## src/rtl/framing_token_parser.sv

```systemverilog
// framing_token_parser
//   Walks one 512-bit descrambled beat as 16 DW slots. It finds the
//   128b/130b framing tokens (IDL, SDP, STP) and tracks how many DWs of the
//   current packet are still to come, carrying that count across beats.
//   Every output is registered, so each mask lines up with the data_out
//   byte it describes, one pclk after the input.
// Ports
//   pclk, reset       clock, synchronous active-high reset
//   gen[2:0]          link generation; 3/4/5 enable parsing
//   data_in[511:0]    symbol bytes, byte k = data_in[8k+:8]
//   wr, wr_valid[63:0] beat valid and per-byte valid
//   data_out, wr_out, wr_valid_out   registered copies of the inputs
//   STP_out/SDP_out   start-token byte masks (bit 4j of slot j)
//   END_out           last byte of packet mask (bit 4j+3 of slot j)
//   framing_err       one pulse per beat containing any illegal token/length
module framing_token_parser (
  input  logic         pclk,
  input  logic         reset,
  input  logic [2:0]   gen,
  input  logic [511:0] data_in,
  input  logic         wr,
  input  logic [63:0]  wr_valid,
  output logic [511:0] data_out,
  output logic         wr_out,
  output logic [63:0]  wr_valid_out,
  output logic [63:0]  STP_out,
  output logic [63:0]  SDP_out,
  output logic [63:0]  END_out,
  output logic         framing_err
);

  localparam int SLOTS = 16;

  logic [10:0] rem;
  logic [10:0] rem_nxt;
  logic [10:0] r;
  logic [10:0] len;
  logic [7:0]  b0, b1;
  logic [63:0] stp_c, sdp_c, end_c;
  logic        err_c;
  logic        gen_ok;
  logic        parse;

  assign gen_ok = (gen == 3'b011) || (gen == 3'b100) || (gen == 3'b101);
  assign parse  = wr && gen_ok;

  // Slots are walked in order so the remaining-DW count ripples from one
  // slot to the next inside the same beat.
  always_comb begin
    r     = rem;
    len   = '0;
    b0    = '0;
    b1    = '0;
    stp_c = '0;
    sdp_c = '0;
    end_c = '0;
    err_c = 1'b0;
    if (parse) begin
      for (int j = 0; j < SLOTS; j++) begin
        b0  = data_in[32*j +: 8];
        b1  = data_in[32*j+8 +: 8];
        len = {b1[6:0], b0[7:4]};
        if (&wr_valid[4*j +: 4]) begin
          if (r != 11'd0) begin
            r = r - 11'd1;
            if (r == 11'd0) end_c[4*j+3] = 1'b1;
          end else if (b0 == 8'h00) begin
            // idle: nothing to mark
          end else if (b0 == 8'hF0 && b1 == 8'hAC) begin
            // DLLP is 8 bytes: token DW plus one more
            sdp_c[4*j] = 1'b1;
            r          = 11'd1;
          end else if (b0[3:0] == 4'hF) begin
            // length counts the STP DW itself, hence L-1 still to come;
            // the L>=5 guard keeps the subtraction from wrapping
            if (len >= 11'd5) begin
              stp_c[4*j] = 1'b1;
              r          = len - 11'd1;
            end else begin
              err_c = 1'b1;
            end
          end else begin
            err_c = 1'b1;
          end
        end
      end
    end
  end

  always_comb begin
    if (!gen_ok)  rem_nxt = '0;
    else if (wr)  rem_nxt = r;
    else          rem_nxt = rem;
  end

  always_ff @(posedge pclk) begin
    if (reset) begin
      rem          <= '0;
      data_out     <= '0;
      wr_out       <= 1'b0;
      wr_valid_out <= '0;
      STP_out      <= '0;
      SDP_out      <= '0;
      END_out      <= '0;
      framing_err  <= 1'b0;
    end else begin
      rem          <= rem_nxt;
      data_out     <= data_in;
      wr_out       <= wr;
      wr_valid_out <= wr_valid;
      STP_out      <= stp_c;
      SDP_out      <= sdp_c;
      END_out      <= end_c;
      framing_err  <= err_c;
    end
  end

endmodule

```

## config.mk

```make
export PLATFORM = sky130hd
export DESIGN_NAME = framing_token_parser
export DESIGN_NICKNAME = d
export VERILOG_FILES = /design/src/rtl/framing_token_parser.sv
export SDC_FILE = /design/constraint.sdc
export NUM_CORES = 2
export LEC_CHECK = 0
export CAP_MARGIN = 20
export CORE_AREA = 3 3 533 535
export CTS_CLUSTER_DIAMETER = 120
export CTS_CLUSTER_SIZE = 20
export DETAILED_ROUTE_END_ITERATION = 10
export DIE_AREA = 0 0 536 538
export HOLD_SLACK_MARGIN = 0.15
export REMOVE_ABC_BUFFERS = 1
export SLEW_MARGIN = 40
export SYNTH_ARGS = -nofsm -noshare
export SYNTH_HDL_FRONTEND = slang
export SYNTH_SLANG_ARGS = --single-unit
```

## constraint.sdc

```tcl
create_clock -name pclk -period 30.6 [get_ports pclk]
set_input_delay 9.18 -clock pclk [delete_from_list [all_inputs] [get_ports pclk]]
set_output_delay 9.18 -clock pclk [all_outputs]
set_load 0.005 [all_outputs]
```

# Word level (Yosys, flattened, before mapping)
# Cells that the tools add are included.
[word_totals]
reg_bits = 781
rom_bits = 0
ramBits = 0
inputBits = 582
mem_count = 0
out_inout_bits = 770
latch_bits = 0
elab_cells = 600
[op_classes]
n_reduce_logical = 134
n_lt_le_gt_ge = 16
bitwise_logic = 50
multipliers = 0
div_mod_pow = 0
mux = 261
shift = 0
eq_ne = 51
add_sub_neg = 32
[op_table]
columns = ["op", "n"]
rows = [
  ["two-way mux 11 bit", 111],
  ["subtractor 11 x 1 -> 11 bit, second input constant", 32],
  ["equality test 8 bit, second input constant", 32],
  ["greater-or-equal comparator 11 x 3 -> 1 bit, second input constant", 16],
  ["logical NOT 11 bit", 16],
  ["nonzero test 11 bit", 16],
  ["two-way mux 1 bit", 150],
  ["logical NOT 8 bit", 16],
  ["OR reduction 7 bit", 16],
  ["OR reduction 5 bit", 16],
  ["equality test 4 bit, second input constant", 16],
  ["AND reduction 4 bit", 16],
  ["OR reduction 4 bit", 16],
  ["inverter 1 bit", 50],
  ["logical AND 1 bit", 17],
  ["equality test 3 bit, second input constant", 2],
  ["OR reduction 2 bit", 2],
  ["equality test 3 x 2 -> 1 bit, second input constant", 1],
  ["logical OR 1 bit", 2],
  ["AND reduction 2 bit", 1],
]

# Logic depth before layout (Yosys ltp)
[depth]
word_depth = 112
ltp_mapped = 113
mapped_depth_nobuf = 97

# Worst setup path after synthesis
# Ideal clock, no wire load.
[synth_path]
path_kind = "input port to flip-flop"
start = "input data_in[0]"
end = "register rem[3]"
stages = 101
required_ns = 30.478
path_buffers = 13
path_slack_ns = -1.711
setup_ns = 0.122
t_arrival_ns = 32.189
path_cell_list = "or4_1 > nor4_4 > nor4_1 > nor3_1 > ha_1 > and3_4 > nand4_2 > buf_6 > mux2_2 > ha_1 > and4_1 > nand2_1 > or3_1 > o21ai_1 > ha_1 > inv_1 > a2111oi_1 > nand4_1 > [65 not listed] > ha_1 > clkbuf_1 > o41a_1 > and3_1 > nand4_2 > nor4_1 > or3b_1 > clkbuf_1 > ha_1 > o311a_1 > nand4_1 > o311ai_0 > nand2_1 > or4_4 > nor4_4 > mux2_2 > a221oi_1 > nor2_1"
[synth_between]
elab_chain_cells = 111
elab_cells_between_ends = 144
classes_between = "15 x add/sub; 2 x eq/ne; 110 x mux; 17 x reduce/logical"
[synth_lines]
columns = ["element", "line_no", "text"]
rows = [
  ["from (decl)", "20", "input logic [511:0] data_in,"],
  ["equality test 4 bit or equality test 8 bit (tied branches)", "73, 69", ""],
  ["two-way mux 11 bit or logical AND 1 bit (tied branches)", "73, 69", ""],
  ["two-way mux 11 bit", "69", "end else if (b0 == 8'hF0 && b1 == 8'hAC) begin"],
  ["two-way mux 11 bit *", "67", "end else if (b0 == 8'h00) begin"],
  ["two-way mux 11 bit *", "64", "if (r != 11'd0) begin"],
  ["two-way mux 11 bit *", "63", "if (&wr_valid[4*j +: 4]) begin"],
  ["two-way mux 11 bit *", "58", "if (parse) begin"],
  ["branches (longest 5 deep; another with subtractor 11 x 1 -> 11 bit)", "--", ""],
  ["[79 not listed]", "--", ""],
  ["branches (longest 5 deep; another with subtractor 11 x 1 -> 11 bit)", "--", ""],
  ["two-way mux 11 bit *", "63", ""],
  ["two-way mux 11 bit *", "58", ""],
  ["branches (longest 5 deep; another with subtractor 11 x 1 -> 11 bit)", "--", ""],
  ["two-way mux 11 bit *", "63", ""],
  ["two-way mux 11 bit *", "58", ""],
  ["branches (longest 5 deep; another with subtractor 11 x 1 -> 11 bit)", "--", ""],
  ["two-way mux 11 bit *", "63", ""],
  ["to (signal assigned)", "107", "rem <= rem_nxt;"],
  ["to (decl)", "34", "logic [10:0] rem;"],
]
# Mark *: on every way between the ends. The select of a mux whose other input is x is not followed.
# A chain may end at the register's enable or synchronous reset.

# Worst setup path in the final report
[layout_path]
start = "input data_in[1]"
end = "register rem[3]"
# The elaborated chain is that of the path after synthesis.

==> impl_metrics.env <==
export IMPL_rows=194
export IMPL_yosys_area_top_type="dfxtp_1"
export IMPL_ys_flop_type="dfxtp_1"
export IMPL_critPathMaxFanout=6
export IMPL_drv_cap=0
export IMPL_grtUsageMet2=0.2416
export IMPL_postLayoutCellArea_mm2=0.05466
export IMPL_synth_cell_types=132
export IMPL_skew_ns=0.05399
export IMPL_final_period_utilization=0.9608
export IMPL_critPathMaxStageDelay_ns=0.61
export IMPL_gp_congestion=0.9422
export IMPL_crit_path_end_kind="flip-flop"
export IMPL_path_class="input port to flip-flop"
export IMPL_synth_seq_area_share=0.3730
export IMPL_synth_edf_count=0
export IMPL_syn_instance_count=3919
export IMPL_die_area_mm2=0.2884
export IMPL_io_buffers=1207
export IMPL_die_x_um=536
export IMPL_start_kind="input port"
export IMPL_post_synth_cell_area_avg_um2=8.725
export IMPL_grt_pass1_wl_mm=286.1
export IMPL_yosysWarnings=0
export IMPL_n_fill_cell=31086
export IMPL_setup_violations=0
export IMPL_synth_top_cell_area_share=0.3730
export IMPL_cts_num_sinks=637
export IMPL_slowest_stage="or4_1"
export IMPL_clk_path_buf_depth=3
export IMPL_clkLatencyLatePin_ns=0.74
export IMPL_drt_iter0_drc=2622
export IMPL_fmax_mhz=34.01
export IMPL_first_pass_iters=5
export IMPL_vias_per_cell=3.933
export IMPL_holdPathStages=3
export IMPL_gr_usage_met1=0.1669
export IMPL_ctsRootBufferMaster="clkbuf_16"
export IMPL_place_area_mm2=0.05258
export IMPL_post_dp_hpwl_mm=183.4
export IMPL_finalCriticalPeriod_ns=29.40
export IMPL_syn_area_mm2=0.03419
export IMPL_core_mm2=0.2794
export IMPL_hold_viol=0
export IMPL_final_cell_count_no_fill=9160
export IMPL_area_delta_synth_final_pct=59.87
export IMPL_pin_count=1352
export IMPL_drive_gt1_frac=0.1271
export IMPL_wl_mm=215.9
export IMPL_status="finished clean"
export IMPL_slew_viol_final=0
export IMPL_final_antenna_net_count=0
export IMPL_nets=6058
export IMPL_fp_dieH_um=538
export IMPL_clkTransAtPathRegs_ns=0.09
export IMPL_grt_use_met3=0.03810
export IMPL_grt_max_degree=132
export IMPL_grtUsageTotal=0.1406
export IMPL_grt_overflow=0
export IMPL_grt_pass1_vias=34674
export IMPL_start_util=0.1224
export IMPL_synth_most_common_cell="dfxtp_1"
export IMPL_synthArstFlopShare=0
export IMPL_relSlewSlack=0.3706
export IMPL_crit_path_frequent_cell="buf_4"
export IMPL_ys_ff_latch=637
export IMPL_synth_area_top_cells="dfxtp_1 37%, nor2b_1 10%, buf_4 3.3%, xnor2_1 3.2%, ha_1 3.0%"
export IMPL_fin_util=0.1956
export IMPL_cp_required_ns=31.18
export IMPL_numCtsBuffers=50
export IMPL_synth_common_cells="637 x dfxtp_1, 549 x nor2b_1, 264 x nor2_1, 239 x nand2_1, 152 x buf_4"
export IMPL_htreeDepth=2
export IMPL_ff2ff_path_depth=95
export IMPL_vias=36025
export IMPL_cts_tree="done"
export IMPL_drc=0
export IMPL_cp_arrival_ns=29.98
export IMPL_tightestPinTransition_ns=0.9441
export IMPL_busiest_layer="met2"
export IMPL_antenna_found_initial=88
export IMPL_placed_cells=9057
export IMPL_routedWlPerCell_um=23.57
export IMPL_hold_path_class="flip-flop to flip-flop"
==> sequential cells by signal, indices dropped and copies added (netlist names) <==
signal	cells
END_out	16
SDP_out	16
STP_out	16
data_out	512
framing_err	1
rem	11
wr_out	1
wr_valid_out	64
==> worst max-delay path, delay by kind of cell <==
family                   cells  cell delay, ns
buffers and inverters       19            3.23
multiplexers                 6            1.93
adder cells (fa/ha/maj)     12            2.60
AND/OR/NAND/NOR             40            8.93
AO/OA/AOI/OAI               21            4.02
==> cells in the final DEF (no fill, tap or decap), types with 33 or more instances in the layout <==
| master | Yosys | final |
|---|---|---|
| or3_1 | 45 | 44 |
| o211ai_1 | 34 | 34 |
| xnor2_1 | 125 | 125 |
| or4_1 | 40 | 40 |
| xor2_1 | 60 | 60 |
| conb_1 | 1 | 144 |
| nand2_1 | 239 | 238 |
| nand4_1 | 93 | 93 |
| nor2b_1 | 549 | 549 |
| nor2_1 | 264 | 262 |
| o31ai_1 | 54 | 50 |
| nor3_1 | 122 | 116 |
| buf_4 | 152 | 381 |
| o21ai_0 | 106 | 104 |
| and4_1 | 36 | 33 |
| clkbuf_16 | 0 | 50 |
| dfxtp_1 | 637 | 637 |
| nand3_1 | 121 | 121 |
| inv_1 | 73 | 73 |
| and3_1 | 34 | 34 |
| a21oi_1 | 107 | 105 |
| a31oi_1 | 53 | 51 |
| clkdlybuf4s50_1 | 0 | 1202 |
| ha_1 | 81 | 77 |
| nor4_1 | 109 | 98 |
==> per-stage QoR <==
step | setup TNS (ns) | hold WS [ns] | setup slack [ns]
2_1_floorplan | -18.22 | 0.5352 | -1.713
3_3_place_gp | -3.500 | 0.7563 | -0.3696
3_5_place_dp | -9.596 | 0.7402 | -0.7719
4_1_cts | 0 | 0.7646 | 0.1456
5_1_grt | -0.01416 | 0.8045 | -0.01080
6_report | 0 | 0.7298 | 1.200
==> path summary, 6_finish.rpt <==
path / startpoint / to / slack, ns
setup / recovery: data_in[1] / rem[3]$_SDFFE_PP0P_ / 1.20
hold / removal: rem[8]$_SDFFE_PP0P_ / rem[8]$_SDFFE_PP0P_ / 0.73
setup reg to reg: rem[3]$_SDFFE_PP0P_ / rem[3]$_SDFFE_PP0P_ / 9.39
hold reg to reg: rem[8]$_SDFFE_PP0P_ / rem[8]$_SDFFE_PP0P_ / 0.73
==> per-layer routing <==
layer,vias up,wire length (µm)
met2,1785,103200
met1,17079,85380
met5,-,258
li1,16836,-
met3,283,18330
met4,42,8727
==> cell families (layout without fill, tap and decap cells) <==
family,after synthesis,after routing,share of synthesized area
XOR/XNOR,185,185,0.04739
AO/OA/AOI/OAI,732,732,0.1615
multiplexers,47,47,0.01460
adder cells (fa/ha/maj),81,81,0.02964
other,1,158,0.0001097
AND/OR/NAND/NOR,1849,1849,0.3121
buffers and inverters,387,1747,0.06170
flip-flops,637,637,0.3730
==> cell type report <==
cell class,instances,area (µm²),share of cell area
timing repair buffer,1594,15060,0.2756
antenna,14,35.03,0.0006409
inverter,74,277.8,0.005082
tap,3724,4659,0.08524
clock buffer,54,1296,0.02371
multi-input combinational,3038,20180,0.3691
sequential,637,12750,0.2333
clock inverter,25,400.4,0.007325
==> what timing repair did <==
action | CTS | global route
buffers inserted | 0 | 9
resized for setup | 1 | 50
pin swaps | 0 | 12
hold buffers | 0 | 0
endpoints found under the setup margin | 6 | 17
Power is left out: the tool's default activity adds up to more than one toggle a clock period on the data nets, which glitch-free logic cannot reach.
==> RTL change (same flow settings) <==
Register the output `wr_valid_out` once more, cleared by the reset; this adds one clock of latency there. The other outputs are not delayed to match. Comments in the files are not updated.
--- a/src/rtl/framing_token_parser.sv
+++ b/src/rtl/framing_token_parser.sv
@@ -30,6 +30,8 @@
 );
 
   localparam int SLOTS = 16;
+
+  logic [63:0] wr_valid_s0;
 
   logic [10:0] rem;
   logic [10:0] rem_nxt;
@@ -98,7 +100,7 @@
       rem          <= '0;
       data_out     <= '0;
       wr_out       <= 1'b0;
-      wr_valid_out <= '0;
+      wr_valid_s0 <= '0;
       STP_out      <= '0;
       SDP_out      <= '0;
       END_out      <= '0;
@@ -107,7 +109,7 @@
       rem          <= rem_nxt;
       data_out     <= data_in;
       wr_out       <= wr;
-      wr_valid_out <= wr_valid;
+      wr_valid_s0 <= wr_valid;
       STP_out      <= stp_c;
       SDP_out      <= sdp_c;
       END_out      <= end_c;
@@ -115,5 +117,13 @@
     end
   end
 
+  always_ff @(posedge pclk) begin
+    if (reset) begin
+      wr_valid_out <= '0;
+    end else begin
+      wr_valid_out <= wr_valid_s0;
+    end
+  end
+
 endmodule
 
Check against the original RTL: not settled (the Yosys comparison gave no result); the edit may change what the design does.
==> RTL change against the unedited design <==
  * Synthesized area rose by 3.6%
  * Critical path type unchanged
  * Worst setup slack worse by 0.097 ns
  * Largest cell class unchanged
  * Sequential cell count grew 64
  * Routed wire length rose by 8.9%
  * Die area is the same
  * Final area up 4.9%
  * Clock skew decreased by 0.016 ns
  * Register-to-register slack worse by 0.74 ns
  * Cell count increased by 3.1%
Power is left out: the tool's default activity adds up to more than one toggle a clock period on the data nets, which glitch-free logic cannot reach.
==> RTL change: results (changes against the unedited design) <==
* Fraction of met2 tracks used by global routing at 0.2852 (+0.04354)
* Global-route wire length before repair at 308500 um (+7.8%)
* Number of cells traversed by the worst hold path at 1 (-2)
* Vias in the first global route at 35520 (+2.4%)
* Total CTS buffers at 51 (+2.0%)
* Total routing resource utilization after global routing at 0.1541 (+0.01347)
* Met3 wire length at 15400 um (-16%)
* Worst relative slew slack at 0.4199 (+0.04932)
* Clk_skew at 0.03847 ns (-0.01552 ns)
* Share of cell area taken by muxes after synthesis at 0.01010 (-0.004500)
* Share of async-settable or async-resettable flops after synthesis at 0 (unchanged)
* Count of different cell masters after synthesis at 129 (-2.3%)
* Startpoint of the most critical hold path: wr_valid_s0[25]
* Vias at 37000 (+2.7%)
* Registers with the highest flip-flop counts: data_out (512), wr_valid_out (64), wr_valid_s0 (64)
* IO buf count at 1207 (unchanged)
* Clock transition at the registers of the reported paths at 0.09 ns (about the same)
* Fin worst setup slack at 1.103 ns (-0.09720 ns)
* Launching element of the worst setup path: data_in[5]
* Synth Area in Compound Gates at 0.1481 (-0.01333)
* Cell count of the worst reg-to-reg path at 96 (+1.1%)
* Number of maximum-capacitance constraint violations at 0 (unchanged)
* Global-route track usage on met1 at 0.1755 (+0.008580)
* Proportion of layout cells with a drive suffix above 1 at 0.1474 (+0.02037)
* # resized after CTS at 0 (-1)
* DP Area at 55110 sq um (+4.8%)
* YS warnings at 0 (unchanged)
* Fill cell instance count of the final layout at 30870 (-0.70%)
* Weighted congestion reported at the end of routability-driven placement at 0.9130 (-3.1%)
* Family with the most delay on the worst path: simple AND/OR/NAND/NOR gates
* Register-to-register path setup slack at 8.65 ns (-0.74 ns)
* Worst R2R Start: rem[1]
* Outcome: completed
* Maximum number of pins on one net before global-route repair at 85 (-36%)
* Routed length on met2 at 120700 um (+17%)
* Worst Hold Slack at 0.4378 ns (-0.2921 ns)
* Global-route track usage on met3 at 0.03294 (-0.005163)
* Post-synthesis adder-cell area fraction at 0.02861 (-0.001033)
* Share of the synthesized netlist area taken by xor and xnor gates at 0.04796 (+0.0005731)
* Total routed wire length on the met1 layer at 90690 um (+6.2%)
* Critical path peak fanout at 9 (+3)
* Synth area leaders: sky130_fd_sc_hd__dfxtp_1 40%, sky130_fd_sc_hd__nor2b_1 11%, sky130_fd_sc_hd__buf_4 3.1%, sky130_fd_sc_hd__xnor2_1 3.0%, sky130_fd_sc_hd__ha_1 2.9%
* NumNets Final at 6338 (+4.6%)
* Total iterations of the first detailed-routing run at 5 (unchanged)
* Most instantiated cells after synthesis: 701 x sky130_fd_sc_hd__dfxtp_1, 615 x sky130_fd_sc_hd__nor2b_1, 260 x sky130_fd_sc_hd__nor2_1
* Worst slack after detailed placement at -0.4935 ns (+0.2784 ns)
* Antenna violations before repair at 100 (+14%)
* Critical Path AT at 30.09 ns (+0.11 ns)
* DR iter-0 viols at 2339 (-11%)
* Sink of the worst hold path: wr_valid_out[25]
* Sum of routed wire length over all layers at 235100 um (+8.9%)
==> RTL change: cell types whose count changed after synthesis, sizes merged, moves of 13 or more <==
| cell | change |
|---|---|
| o21ai | -21 |
| a31oi | +15 |
| nand2 | -15 |
| and2 | +16 |
| nor4 | -18 |
| nor2b | +66 |
| o31ai | -13 |
| dfxtp | +64 |
| o21a | -13 |
| nor3 | +24 |
==> RTL change: through the flow <==
stage | std cells | util
6_report | 9442 | 0.2051
5_1_grt | 9429 | 0.2050
4_1_cts | 9414 | 0.2033
3_5_place_dp | 9332 | 0.1973
3_3_place_gp | 9329 | 0.1970
2_1_floorplan | 3855 | -
==> RTL change: cell type report <==
cell class	count	area, sq um	area share
Tap cell	3724	4659	0.08130
Sequential cell	701	14030	0.2449
Antenna cell	14	35.03	0.0006113
Clock inverter	22	355.3	0.006200
Multi-Input combinational cell	3068	20220	0.3528
Timing Repair Buffer	1767	16350	0.2852
Inverter	86	322.8	0.005632
Clock buffer	60	1340	0.02338
